===== config.mk =====
export PLATFORM = sky130hd
export DESIGN_NAME = uart_tx_io
export DESIGN_NICKNAME = d
export VERILOG_FILES = /design/src/rtl/uart_tx_io.sv
export SDC_FILE = /design/constraint.sdc
export NUM_CORES = 1
export LEC_CHECK = 0
export ABC_AREA = 1
export BUFFER_PORTS_ARGS = -buffer_cell sky130_fd_sc_hd__buf_4
export CORE_UTILIZATION = 35
export CTS_CLUSTER_SIZE = 24
export DETAILED_ROUTE_END_ITERATION = 8
export SLEW_MARGIN = 25
export SYNTH_ARGS = -nofsm -noshare
export SYNTH_HDL_FRONTEND = slang
export SYNTH_SLANG_ARGS = --single-unit
export TNS_END_PERCENT = 1

===== constraint.sdc =====
create_clock -name clock -period 2.7 [get_ports clock]
set_clock_uncertainty 0.1 [all_clocks]
set_input_delay 0 -clock clock [delete_from_list [all_inputs] [get_ports clock]]
set_output_delay 0 -clock clock [all_outputs]
set_load 0.005 [all_outputs]

===== src/rtl/uart_tx_io.sv =====
// rtl/uart_tx_io.sv - memory-mapped 8N1 UART transmitter with TX FIFO and status register
// Software pushes bytes through TXDATA and polls STATUS to avoid overflowing the FIFO.
module uart_tx_io #(
   parameter int CLK_DIV = 200,
   parameter int FIFO_AW = 2
) (
   input  logic        clock,
   input  logic        rst,
   input  logic        ioread,
   input  logic        iowrite,
   input  logic        uartctrl,
   input  logic [1:0]  address,
   input  logic [31:0] write_data,
   output logic [15:0] ioread_data,
   output logic        tx
);
   localparam int DEPTH = 1 << FIFO_AW;
   localparam int CW    = FIFO_AW + 1;
   localparam int BW    = $clog2(CLK_DIV);
   localparam logic [BW-1:0] BAUD_LAST = BW'(CLK_DIV - 1);

   localparam logic [1:0] S_IDLE  = 2'd0;
   localparam logic [1:0] S_START = 2'd1;
   localparam logic [1:0] S_DATA  = 2'd2;
   localparam logic [1:0] S_STOP  = 2'd3;

   logic [7:0]         mem_q [DEPTH];
   logic [FIFO_AW-1:0] wr_ptr_q, wr_ptr_d;
   logic [FIFO_AW-1:0] rd_ptr_q, rd_ptr_d;
   logic [CW-1:0]      count_q, count_d;
   logic               ovf_q, ovf_d;
   logic [1:0]         state_q, state_d;
   logic [BW-1:0]      baud_q, baud_d;
   logic [2:0]         bit_q, bit_d;
   logic [7:0]         shift_q, shift_d;
   logic               tx_q, tx_d;

   logic push_req, push, pop, full, empty, status_rd;
   logic [15:0] status;
   logic unused_wdata;

   assign unused_wdata = ^write_data[31:8];

   assign full      = (count_q == CW'(DEPTH));
   assign empty     = (count_q == '0);
   assign push_req  = iowrite & uartctrl & (address == 2'b00);
   assign push      = push_req & ~full;
   assign status_rd = ioread & uartctrl & (address == 2'b10);

   always_comb begin
      state_d = state_q;
      baud_d  = baud_q;
      bit_d   = bit_q;
      shift_d = shift_q;
      pop     = 1'b0;
      case (state_q)
         S_IDLE: begin
            if (!empty) begin
               pop     = 1'b1;
               shift_d = mem_q[rd_ptr_q];
               baud_d  = BAUD_LAST;
               state_d = S_START;
            end
         end
         S_START: begin
            if (baud_q == '0) begin
               baud_d  = BAUD_LAST;
               bit_d   = 3'd0;
               state_d = S_DATA;
            end else begin
               baud_d = baud_q - BW'(1);
            end
         end
         S_DATA: begin
            if (baud_q == '0) begin
               baud_d = BAUD_LAST;
               if (bit_q == 3'd7) begin
                  state_d = S_STOP;
               end else begin
                  bit_d   = bit_q + 3'd1;
                  shift_d = {1'b0, shift_q[7:1]};
               end
            end else begin
               baud_d = baud_q - BW'(1);
            end
         end
         default: begin
            // Last stop cycle chains straight into the next frame when data is waiting.
            if (baud_q == '0) begin
               if (!empty) begin
                  pop     = 1'b1;
                  shift_d = mem_q[rd_ptr_q];
                  baud_d  = BAUD_LAST;
                  state_d = S_START;
               end else begin
                  state_d = S_IDLE;
               end
            end else begin
               baud_d = baud_q - BW'(1);
            end
         end
      endcase
   end

   always_comb begin
      case (state_d)
         S_START: tx_d = 1'b0;
         S_DATA:  tx_d = shift_d[0];
         default: tx_d = 1'b1;
      endcase
   end

   always_comb begin
      wr_ptr_d = push ? wr_ptr_q + FIFO_AW'(1) : wr_ptr_q;
      rd_ptr_d = pop  ? rd_ptr_q + FIFO_AW'(1) : rd_ptr_q;
      count_d  = count_q + CW'(push) - CW'(pop);
      if (push_req && full) begin
         ovf_d = 1'b1;
      end else if (status_rd) begin
         ovf_d = 1'b0;
      end else begin
         ovf_d = ovf_q;
      end
   end

   always_ff @(posedge clock) begin
      if (push) begin
         mem_q[wr_ptr_q] <= write_data[7:0];
      end
   end

   always_ff @(posedge clock) begin
      if (rst) begin
         wr_ptr_q <= '0;
         rd_ptr_q <= '0;
         count_q  <= '0;
         ovf_q    <= 1'b0;
         state_q  <= S_IDLE;
         baud_q   <= '0;
         bit_q    <= 3'd0;
         shift_q  <= 8'h00;
         tx_q     <= 1'b1;
      end else begin
         wr_ptr_q <= wr_ptr_d;
         rd_ptr_q <= rd_ptr_d;
         count_q  <= count_d;
         ovf_q    <= ovf_d;
         state_q  <= state_d;
         baud_q   <= baud_d;
         bit_q    <= bit_d;
         shift_q  <= shift_d;
         tx_q     <= tx_d;
      end
   end

   always_comb begin
      status           = '0;
      status[0]        = (state_q != S_IDLE);
      status[1]        = empty;
      status[2]        = full;
      status[3]        = ovf_q;
      status[8 +: CW]  = count_q;
      ioread_data      = status_rd ? status : 16'h0000;
   end

   assign tx = tx_q;

endmodule


==> results of run 1 <==
-- state kept, by name, indices dropped and copies added (netlist names), named ones only --
signal    cells
rd_ptr_q      2
count_q       3
shift_q       8
state_q       2
tx            1
wr_ptr_q      2
bit_q         3
baud_q        8
mem_q        32
ovf_q         1
-- cell families after synthesis --
logic type / count (synthesis) / share of synthesized area (%)
buffers and inverters: 63 / 8.91
XOR/XNOR: 6 / 1.63
AO/OA/AOI/OAI: 73 / 12.5
AND/OR/NAND/NOR: 153 / 21.0
other: 1 / 0.117
flip-flops: 64 / 49.8
adder cells (fa/ha/maj): 15 / 6.07
-- what timing repair did --
item / CTS / global route
gates resized for setup: 0 / 2
endpoints found under the setup margin: 0 / 2
hold endpoints to repair: 54 / 0
hold buffers: 12 / 0
-- metrics by stage --
| step | util [%] | instances | hold WS, ps | setup WS (ps) |
|---|---|---|---|---|
| after floorplan | - | 383 | -26.7 | 282 |
| after global placement | 39.7 | 505 | 101 | 146 |
| after detailed placement | 39.7 | 505 | 102 | 143 |
| after CTS | 43.7 | 533 | 42.7 | 120 |
| after global routing | 43.7 | 533 | 101 | 18.0 |
| final | 43.7 | 533 | 51.2 | 161 |
-- how the worst min path moves through the flow --
stage                       start          end  slack [ps]  depth (start not counted)
finish                 address[1]  wr_ptr_q[1]          50                          4
global route           address[1]  wr_ptr_q[1]         100                          4
CTS                    address[1]  wr_ptr_q[1]          40                          4
detailed placement  write_data[0]  mem_q[1][0]         100                          1
global placement    write_data[0]  mem_q[0][0]         100                          1
floorplan                     rst   state_q[1]         -30                          1
-- cells in the final DEF, fill, tap and decap left out, drive strengths merged, types with 2 or more instances in the layout --
cell type | Yosys | routed
bufinv | 0 | 2
a21oi | 23 | 23
o21ai | 38 | 38
o22ai | 7 | 7
edfxtp | 32 | 32
xnor2 | 2 | 2
clkbuf | 3 | 9
dlygate4sd3 | 0 | 12
ha | 14 | 14
dfxtp | 32 | 32
inv | 45 | 47
nor2 | 52 | 52
buf | 13 | 30
nand3 | 13 | 13
conb | 1 | 9
nand2 | 83 | 83
nor3 | 2 | 2
clkinv | 2 | 4
xor2 | 4 | 4
nand4 | 2 | 2
-- power by group --
| part | total [W] | internal [W] | leakage [nW] | switching [W] |
|---|---|---|---|---|
| logic | 0.00186 | 0.000664 | 0.954 | 0.00119 |
| registers | 0.00134 | 0.00120 | 0.552 | 0.000140 |
| clock network | 0.000936 | 0.000529 | 0.110 | 0.000407 |
-- area by class of cell --
class	count	share of cell area (%)
sequential	64	41.7
multi-input combinational	256	35.3
clock buffer	9	3.22
inverter	47	4.68
tap	108	3.51
timing repair buffer	42	8.98
clock inverter	7	2.67
-- critical path, stage by stage (launching register included) --
cell and delay [ps]:
dfxtp_1 310, inv_1 130, ha_1 170, nand2_1 110
nor2_4 270, nand2_2 160, nand2_4 120, nand2_4 60
clkinv_2 70, ha_1 210, inv_1 50, ha_1 150
fa_1 410, inv_1 60, nor2_1 30
-- metal layers --
metal / vias to the layer above / global-route usage, % / share of wire (%)
li1: 1302 / - / -
met1: 1181 / 16.9 / 46
met2: 38 / 25.9 / 50
met3: 7 / 4.51 / 3.1
met4: 0 / 5.01 / 1.1
met5: - / 0 / 0
==> results.yml, run 1 <==
clock_tree:
  cts_root_buf: "clkbuf_8"
  clockBufferDepth: 2
  numCtsBuffers: 9
  h-tree-depth: 3
  clkSinkCount: 64
  insertion_delay_ps: 350
  cts_setup_buffers: 0
  clk_pin_slew_ps: 70
  cts_tree: "built"
route:
  dr.pass1.iters: 6
  wirelength_um: 6540
  detail_route.iter0.violations: 116
  ant_nets: 0
  via_per_inst: 4.74
  drt-wirelength-per-cell_um: 12.3
  drc: 2
  vias: 2528
flow_run:
  cap_violations: 0
synthesis:
  ys_seq_area_share_pct: 49.8
  ys_warn_count: 0
  netlist-cell-type-count: 40
  synth-edff-count: 32
  syn_area_per_cell_um2: 8.57
  ys_seq_elements: 64
  yosys-top-cells-count: "nand2_1, nor2_1, inv_1, o21ai_0"
  ys_top_cells_by_area: "edfxtp_1, dfxtp_1, nand2_1, nor2_1, ha_1"
  yosys.cell_count.top_type: "nand2_1"
  yosysTopAreaCell: "edfxtp_1"
  synth_top_area_share_pct: 29.9
  synth_top_flop_cell: "edfxtp_1"
  synth_area_mm2: 0.00321
  ys_async_sr_fraction_pct: 0
  synth_cells: 375
placement:
  gp_congestion: 0.819
  place.port_buffers: 22
  placed_area_mm2: 0.00350
  dp_hpwl_um: 4400
sta:
  finalSetupTns_ps: 0
  fmax_mhz: 394
  fin_crit_ps: 2540
  rsz0062_at_grt: "false"
  drv_slew: 0
  hold_violations: 0
  finalSetupViolCount: 0
  timing.final.crit_share_pct: 94.1
layout:
  drive_gt1_share_pct: 16.9
  fillers: 849
  ff_latch_area_mm2: 0.00160
  num-nets-final: 474
  multi_input_area_mm2: 0.00136
  area_delta_synth_final_pct: 19.7
  num_antenna_cells: 0
  stdcell_area_mm2: 0.00385
floorplan:
  die_w_um: 97.8
  start_util_pct: 36.5
  rows: 34
  chipHeight_um: 97.8
  design.core.area_mm2: 0.00881
  dieArea_mm2: 0.00957
  io_pins: 56
setup_path:
  end_kind: "flip-flop"
  crit_path_start_kind: "flip-flop"
  required_ps: 2830
  crit_path_start: "baud_q[0]"
  critical_path_class: "flip-flop to flip-flop"
  reg2reg_to: "count_q[1]"
  r2r_cells: 14
  regToRegStartpoint: "baud_q[0]"
  crit_end: "count_q[1]"
  ff2ff_setup_slack_ps: 160
  cp_data_arrival_time_ps: 2670
  path_max_fanout: 11
status:
  violations: "DRC"
  status: "complete, but fails checks"
grt:
  grt_overflow: 0
  antenna_found_initial: 0
  grt_pass1_wl_um: 11000
  grt_max_degree: 25
  track_usage_pct: 14.7
  grt_pass1_vias: 2413
pwr:
  max-vdd-ir-drop_uv: 612
  power_density_mw_per_mm2: 1070
  p_leak_nw: 1.62
  power_w: 0.00413
worst_hold_path:
  hp-class: "input pin to flip-flop"
Note: power is estimated with default switching activity, not from simulation.
==> run 2: changes to the inputs <==
ABC_AREA = default   (was 1)
==> run 2 against run 1 <==
Effect of this change:
- the run now ends clean
- die area fell by 3.5%
- count of clock-buffer cells in the layout unchanged
- via count decreased by 14%
- combinational power fell by 13%
- utilization rose by 1.0 points
- global-route usage increased by 0.27 points
- first-iteration DRC count is 27% higher
- sequential power barely moved
- sequential share of layout area is 1.2 points higher
- critical path depth decreased by 2
- non-clock buffer count increased by 4
- worst hold slack got worse by 40 ps
- largest cell class unchanged
- highest routed layer unchanged
==> results.yml, run 2 <==
grt:
  grt_max_degree: 28
  track_usage_pct: 15.0
  grt_pass1_vias: 2135
  grt_overflow: 0
  grt_pass1_wl_um: 10300
  antenna_found_initial: 0
flow_run:
  cap_violations: 0
setup_path:
  cp_data_arrival_time_ps: 2640
  regToRegStartpoint: "baud_q[1]"
  required_ps: 2830
  reg2reg_to: "count_q[2]"
  end_kind: "flip-flop"
  path_max_fanout: 4
  critical_path_class: "flip-flop to flip-flop"
  ff2ff_setup_slack_ps: 190
  r2r_cells: 12
  crit_path_start_kind: "flip-flop"
route:
  drt-wirelength-per-cell_um: 14.5
  wirelength_um: 6180
  drc: 0
  detail_route.iter0.violations: 147
  vias: 2178
  dr.pass1.iters: 4
  via_per_inst: 5.11
  ant_nets: 0
worst_hold_path:
  hold_start: "address[1]"
  min_to: "ovf_q"
  hp-class: "input pin to flip-flop"
  holdPathStages: 4
synthesis:
  syn_area_per_cell_um2: 11.4
  ys_top_cells_by_area: "edfxtp_1, dfxtp_1, mux4_2, ha_1, a22o_1"
  synth_top_flop_cell: "edfxtp_1"
  ys_seq_area_share_pct: 51.7
  synth_top_area_share_pct: 31.0
  synth-edff-count: 32
  yosysTopAreaCell: "edfxtp_1"
  ys_warn_count: 0
  netlist-cell-type-count: 52
  synth_area_mm2: 0.00310
  ys_async_sr_fraction_pct: 0
  ys_seq_elements: 64
  synth_cells: 271
  yosys-top-cells-count: "dfxtp_1, edfxtp_1, nor2_1, a21oi_1, ha_1"
clock_tree:
  clockBufferDepth: 2
  clkSinkCount: 64
  cts_tree: "built"
  numCtsBuffers: 9
  insertion_delay_ps: 340
  clk_pin_slew_ps: 70
  cts_root_buf: "clkbuf_8"
  h-tree-depth: 3
sta:
  finalSetupViolCount: 0
  drv_slew: 0
  tightest_slew_ps: 777
  hold_violations: 0
  fin_crit_ps: 2510
  rsz0062_at_grt: "false"
  timing.final.crit_share_pct: 93.0
  fmax_mhz: 398
  finalSetupTns_ps: 0
  maxSlewHeadroom_pct: 47.5
floorplan:
  io_pins: 56
  rows: 33
  design.core.area_mm2: 0.00838
  start_util_pct: 37.0
  chipHeight_um: 96.1
  dieArea_mm2: 0.00923
  die_w_um: 96.1
layout:
  final_common_cell: "buf_4"
  drive_gt1_share_pct: 24.0
  area_delta_synth_final_pct: 20.9
  num_antenna_cells: 0
  stdcell_area_mm2: 0.00375
  largest_register_ffs: 32
  final_cell_mix: "buf_4, edfxtp_1, dfxtp_1"
  num-nets-final: 370
  regMostFlops: "mem_q"
  top_regs: "mem_q: 32 flops, baud_q: 8 flops, shift_q: 8 flops"
placement:
  place.port_buffers: 22
  placed_area_mm2: 0.00343
  gp_congestion: 0.798
  dp_hpwl_um: 4270
pwr:
  p_leak_nw: 1.41
  power_density_mw_per_mm2: 1010
  max-vdd-ir-drop_uv: 405
status:
  status: "completed"
## run 2: power by group
part           switching, W  total [W]  internal [W]
combinational      0.000877    0.00162      0.000743
clock              0.000409   0.000842      0.000434
sequential         0.000155    0.00133       0.00118
## run 2: worst max-delay path by stage
stage                     from          to  slack (ps)  cells after the start
finish               baud_q[1]  count_q[2]         190                     12
global route         baud_q[1]  count_q[2]          40                     12
CTS                  baud_q[1]  count_q[2]          80                     12
detailed placement   baud_q[1]  count_q[2]         0.2                     12
global placement     baud_q[1]  count_q[2]          10                     12
floorplan           state_q[0]  count_q[2]           5                     12
## run 2: worst max-delay path: stages, from the launching register on
cell and delay, ps:
dfxtp_2 340, inv_1 60, ha_1 200, nor3b_2 180, a31oi_4 230, nor2_2 70
ha_1 270, inv_1 40, ha_1 180, fa_2 340, xnor2_1 190, xnor2_1 140
nor2_1 50
## run 2: kinds of logic after synthesis
logic type	Yosys count	share of synthesized area [%]
muxes	11	6.83
AOI/OAI and AO/OA	65	14.6
other	1	0.121
xor gates and xnor gates	5	1.41
DFF	64	51.7
buffers and inverters	32	5.05
and+or+nand+nor	78	14.0
adders and majority gates	15	6.30
## run 2: cell type report
class,count,area (um2)
clock inverter,7,78.8
fill,791,4640
sequential,64,1610
timing repair buffer,46,368
multi-input combinational,183,1390
tap,105,131
inverter,12,45.0
clock buffer,9,124
## run 2: what timing repair did
item | 4_1_cts | 5_1_grt
pin swaps | 0 | 2
hold endpoints to repair | 56 | 0
setup endpoints to repair | 1 | 1
buffers inserted | 0 | 1
resized for setup | 1 | 4
hold buffers | 9 | 0
## run 2: per-stage QoR
step,utilization [%],hold slack [ps],std cells,power [W],setup slack (ps)
6_report,44.7,11.6,426,0.00380,189
5_1_grt,44.7,82.9,426,0.00408,38.8
2_1_floorplan,-,-1.13,279,0.00248,5.39
3_5_place_dp,40.9,102,400,0.00292,0.214
4_1_cts,44.5,4.81,425,0.00379,79.4
3_3_place_gp,40.9,100,400,0.00291,10.1
## run 2: metal layers
metal,vias up,global-route usage [%],share of wire (%)
li1,1096,-,-
met1,1029,19.0,49
met2,42,25.2,47
met3,11,2.84,2.4
met4,0,5.97,1.4
met5,-,0,0
==> run 3: changes to the inputs <==
MAX_ROUTING_LAYER = met4   (was default)
==> run 3 against run 2 <==
Effect of this change:
- cell area stayed put
- sequential share of layout area did not move
- first-iteration DRC count shrank 1.4%
- non-clock buffer count did not move
- clock power about the same
- combinational power about the same
- critical endpoint unchanged
- die area unchanged
- sequential cell count is the same
- register-to-register slack barely moved
- count of clock-buffer cells in the layout did not move
- global-route usage up 0.44 points
- highest routed layer unchanged
==> results.yml, run 3 (synthesis gave the netlist of run 2 again) <==
status:
  status: "completed"
layout:
  final_cell_mix: "buf_4, edfxtp_1, dfxtp_1"
  regMostFlops: "mem_q"
  final_common_cell: "buf_4"
  num_antenna_cells: 0
  largest_register_ffs: 32
  num-nets-final: 370
  top_regs: "mem_q: 32 flops, baud_q: 8 flops, shift_q: 8 flops"
  area_delta_synth_final_pct: 20.9
  stdcell_area_mm2: 0.00375
  fillers: 791
  drive_gt1_share_pct: 24.0
clock_tree:
  clockBufferDepth: 2
  numCtsBuffers: 9
  cts_root_buf: "clkbuf_8"
  h-tree-depth: 3
  insertion_delay_ps: 340
  cts_tree: "built"
  clkSinkCount: 64
  clk_pin_slew_ps: 70
sta:
  fin_crit_ps: 2510
  layout_setup_ws_ps: 189
  fmax_mhz: 398
  timing.final.crit_share_pct: 93.0
  drv_slew: 0
  hold_violations: 0
  tightest_slew_ps: 777
  finalSetupViolCount: 0
  rsz0062_at_grt: "false"
  finalSetupTns_ps: 0
  maxSlewHeadroom_pct: 47.5
route:
  via_per_inst: 5.12
  drc: 0
  ant_nets: 0
  wirelength_um: 6180
  dr.pass1.iters: 4
  vias: 2179
  detail_route.iter0.violations: 145
  drt-wirelength-per-cell_um: 14.5
floorplan:
  chipHeight_um: 96.1
  rows: 33
  design.core.area_mm2: 0.00838
  start_util_pct: 37.0
  die_w_um: 96.1
  io_pins: 56
  dieArea_mm2: 0.00923
placement:
  dp_hpwl_um: 4270
  placed_area_mm2: 0.00343
  dp_slack_ps: 0.214
  place.port_buffers: 22
  gp_congestion: 0.809
grt:
  grt_pass1_vias: 2135
  grt_overflow: 0
  track_usage_pct: 15.4
  antenna_found_initial: 0
  grt_pass1_wl_um: 10300
  grt_max_degree: 28
pwr:
  max-vdd-ir-drop_uv: 405
  p_leak_nw: 1.41
  power_density_mw_per_mm2: 1010
  power_w: 0.00380
setup_path:
  path_max_fanout: 4
  end_kind: "flip-flop"
  critical_path_class: "flip-flop to flip-flop"
  crit_path_start_kind: "flip-flop"
  required_ps: 2830
  cp_data_arrival_time_ps: 2640
worst_hold_path:
  hp-class: "input pin to flip-flop"
flow_run:
  cap_violations: 0
-- run 3: cell counts in the layout (fill, tap and decap cells not counted) --
No cell type changed its count.
-- run 3: power breakdown --
part / internal (W) / switching (W)
clock network: 0.000434 / 0.000409
logic: 0.000743 / 0.000878
registers: 0.00118 / 0.000155
-- run 3: final timing paths --
path / to / startpoint / slack (ps) / depth (start not counted)
max: count_q[2] / baud_q[1] / 190 / 12
min: ovf_q / address[1] / 10 / 4
max reg2reg: count_q[2] / baud_q[1] / 190 / 12
min reg2reg: bit_q[0] / bit_q[0] / 390 / 1
-- run 3: cell type report --
cell class	instances	area [um2]	area share [%]
clock buffers	9	124	3.31
clock inverters	7	78.8	2.10
inverters	12	45.0	1.20
multi-input cells	183	1390	37.2
flip-flops and latches	64	1610	42.9
well taps	105	131	3.51
repair buffers	46	368	9.82
-- run 3: what timing repair did --
item                                   in CTS  in global routing
endpoints found under the hold margin      56                  0
buffers inserted                            0                  1
hold buffers                                9                  0
gates resized for setup                     1                  4
pin swaps                                   0                  2
setup endpoints to repair                   1                  1
-- run 3: routing by layer --
| layer | GRT usage, % | wire, um | vias up |
|---|---|---|---|
| met2 | 25.2 | 2930 | 42 |
| li1 | - | - | 1096 |
| met1 | 19.0 | 3010 | 1030 |
| met3 | 2.84 | 150 | 11 |
| met5 | - | 0 | - |
| met4 | 5.97 | 87 | 0 |
-- run 3: stage by stage --
step,instances,hold slack [ps],utilization (%)
after global placement,400,100,40.9
after global routing,426,82.9,44.7
after CTS,425,4.81,44.5
after detailed placement,400,102,40.9
after floorplan,279,-1.13,-
final,426,11.6,44.7
-- run 3: critical path, stage by stage, from the launching register on --
cell and delay [ps]:
dfxtp_2 340, inv_1 60, ha_1 200, nor3b_2 180
a31oi_4 230, nor2_2 70, ha_1 270, inv_1 40
ha_1 180, fa_2 340, xnor2_1 190, xnor2_1 140
nor2_1 50
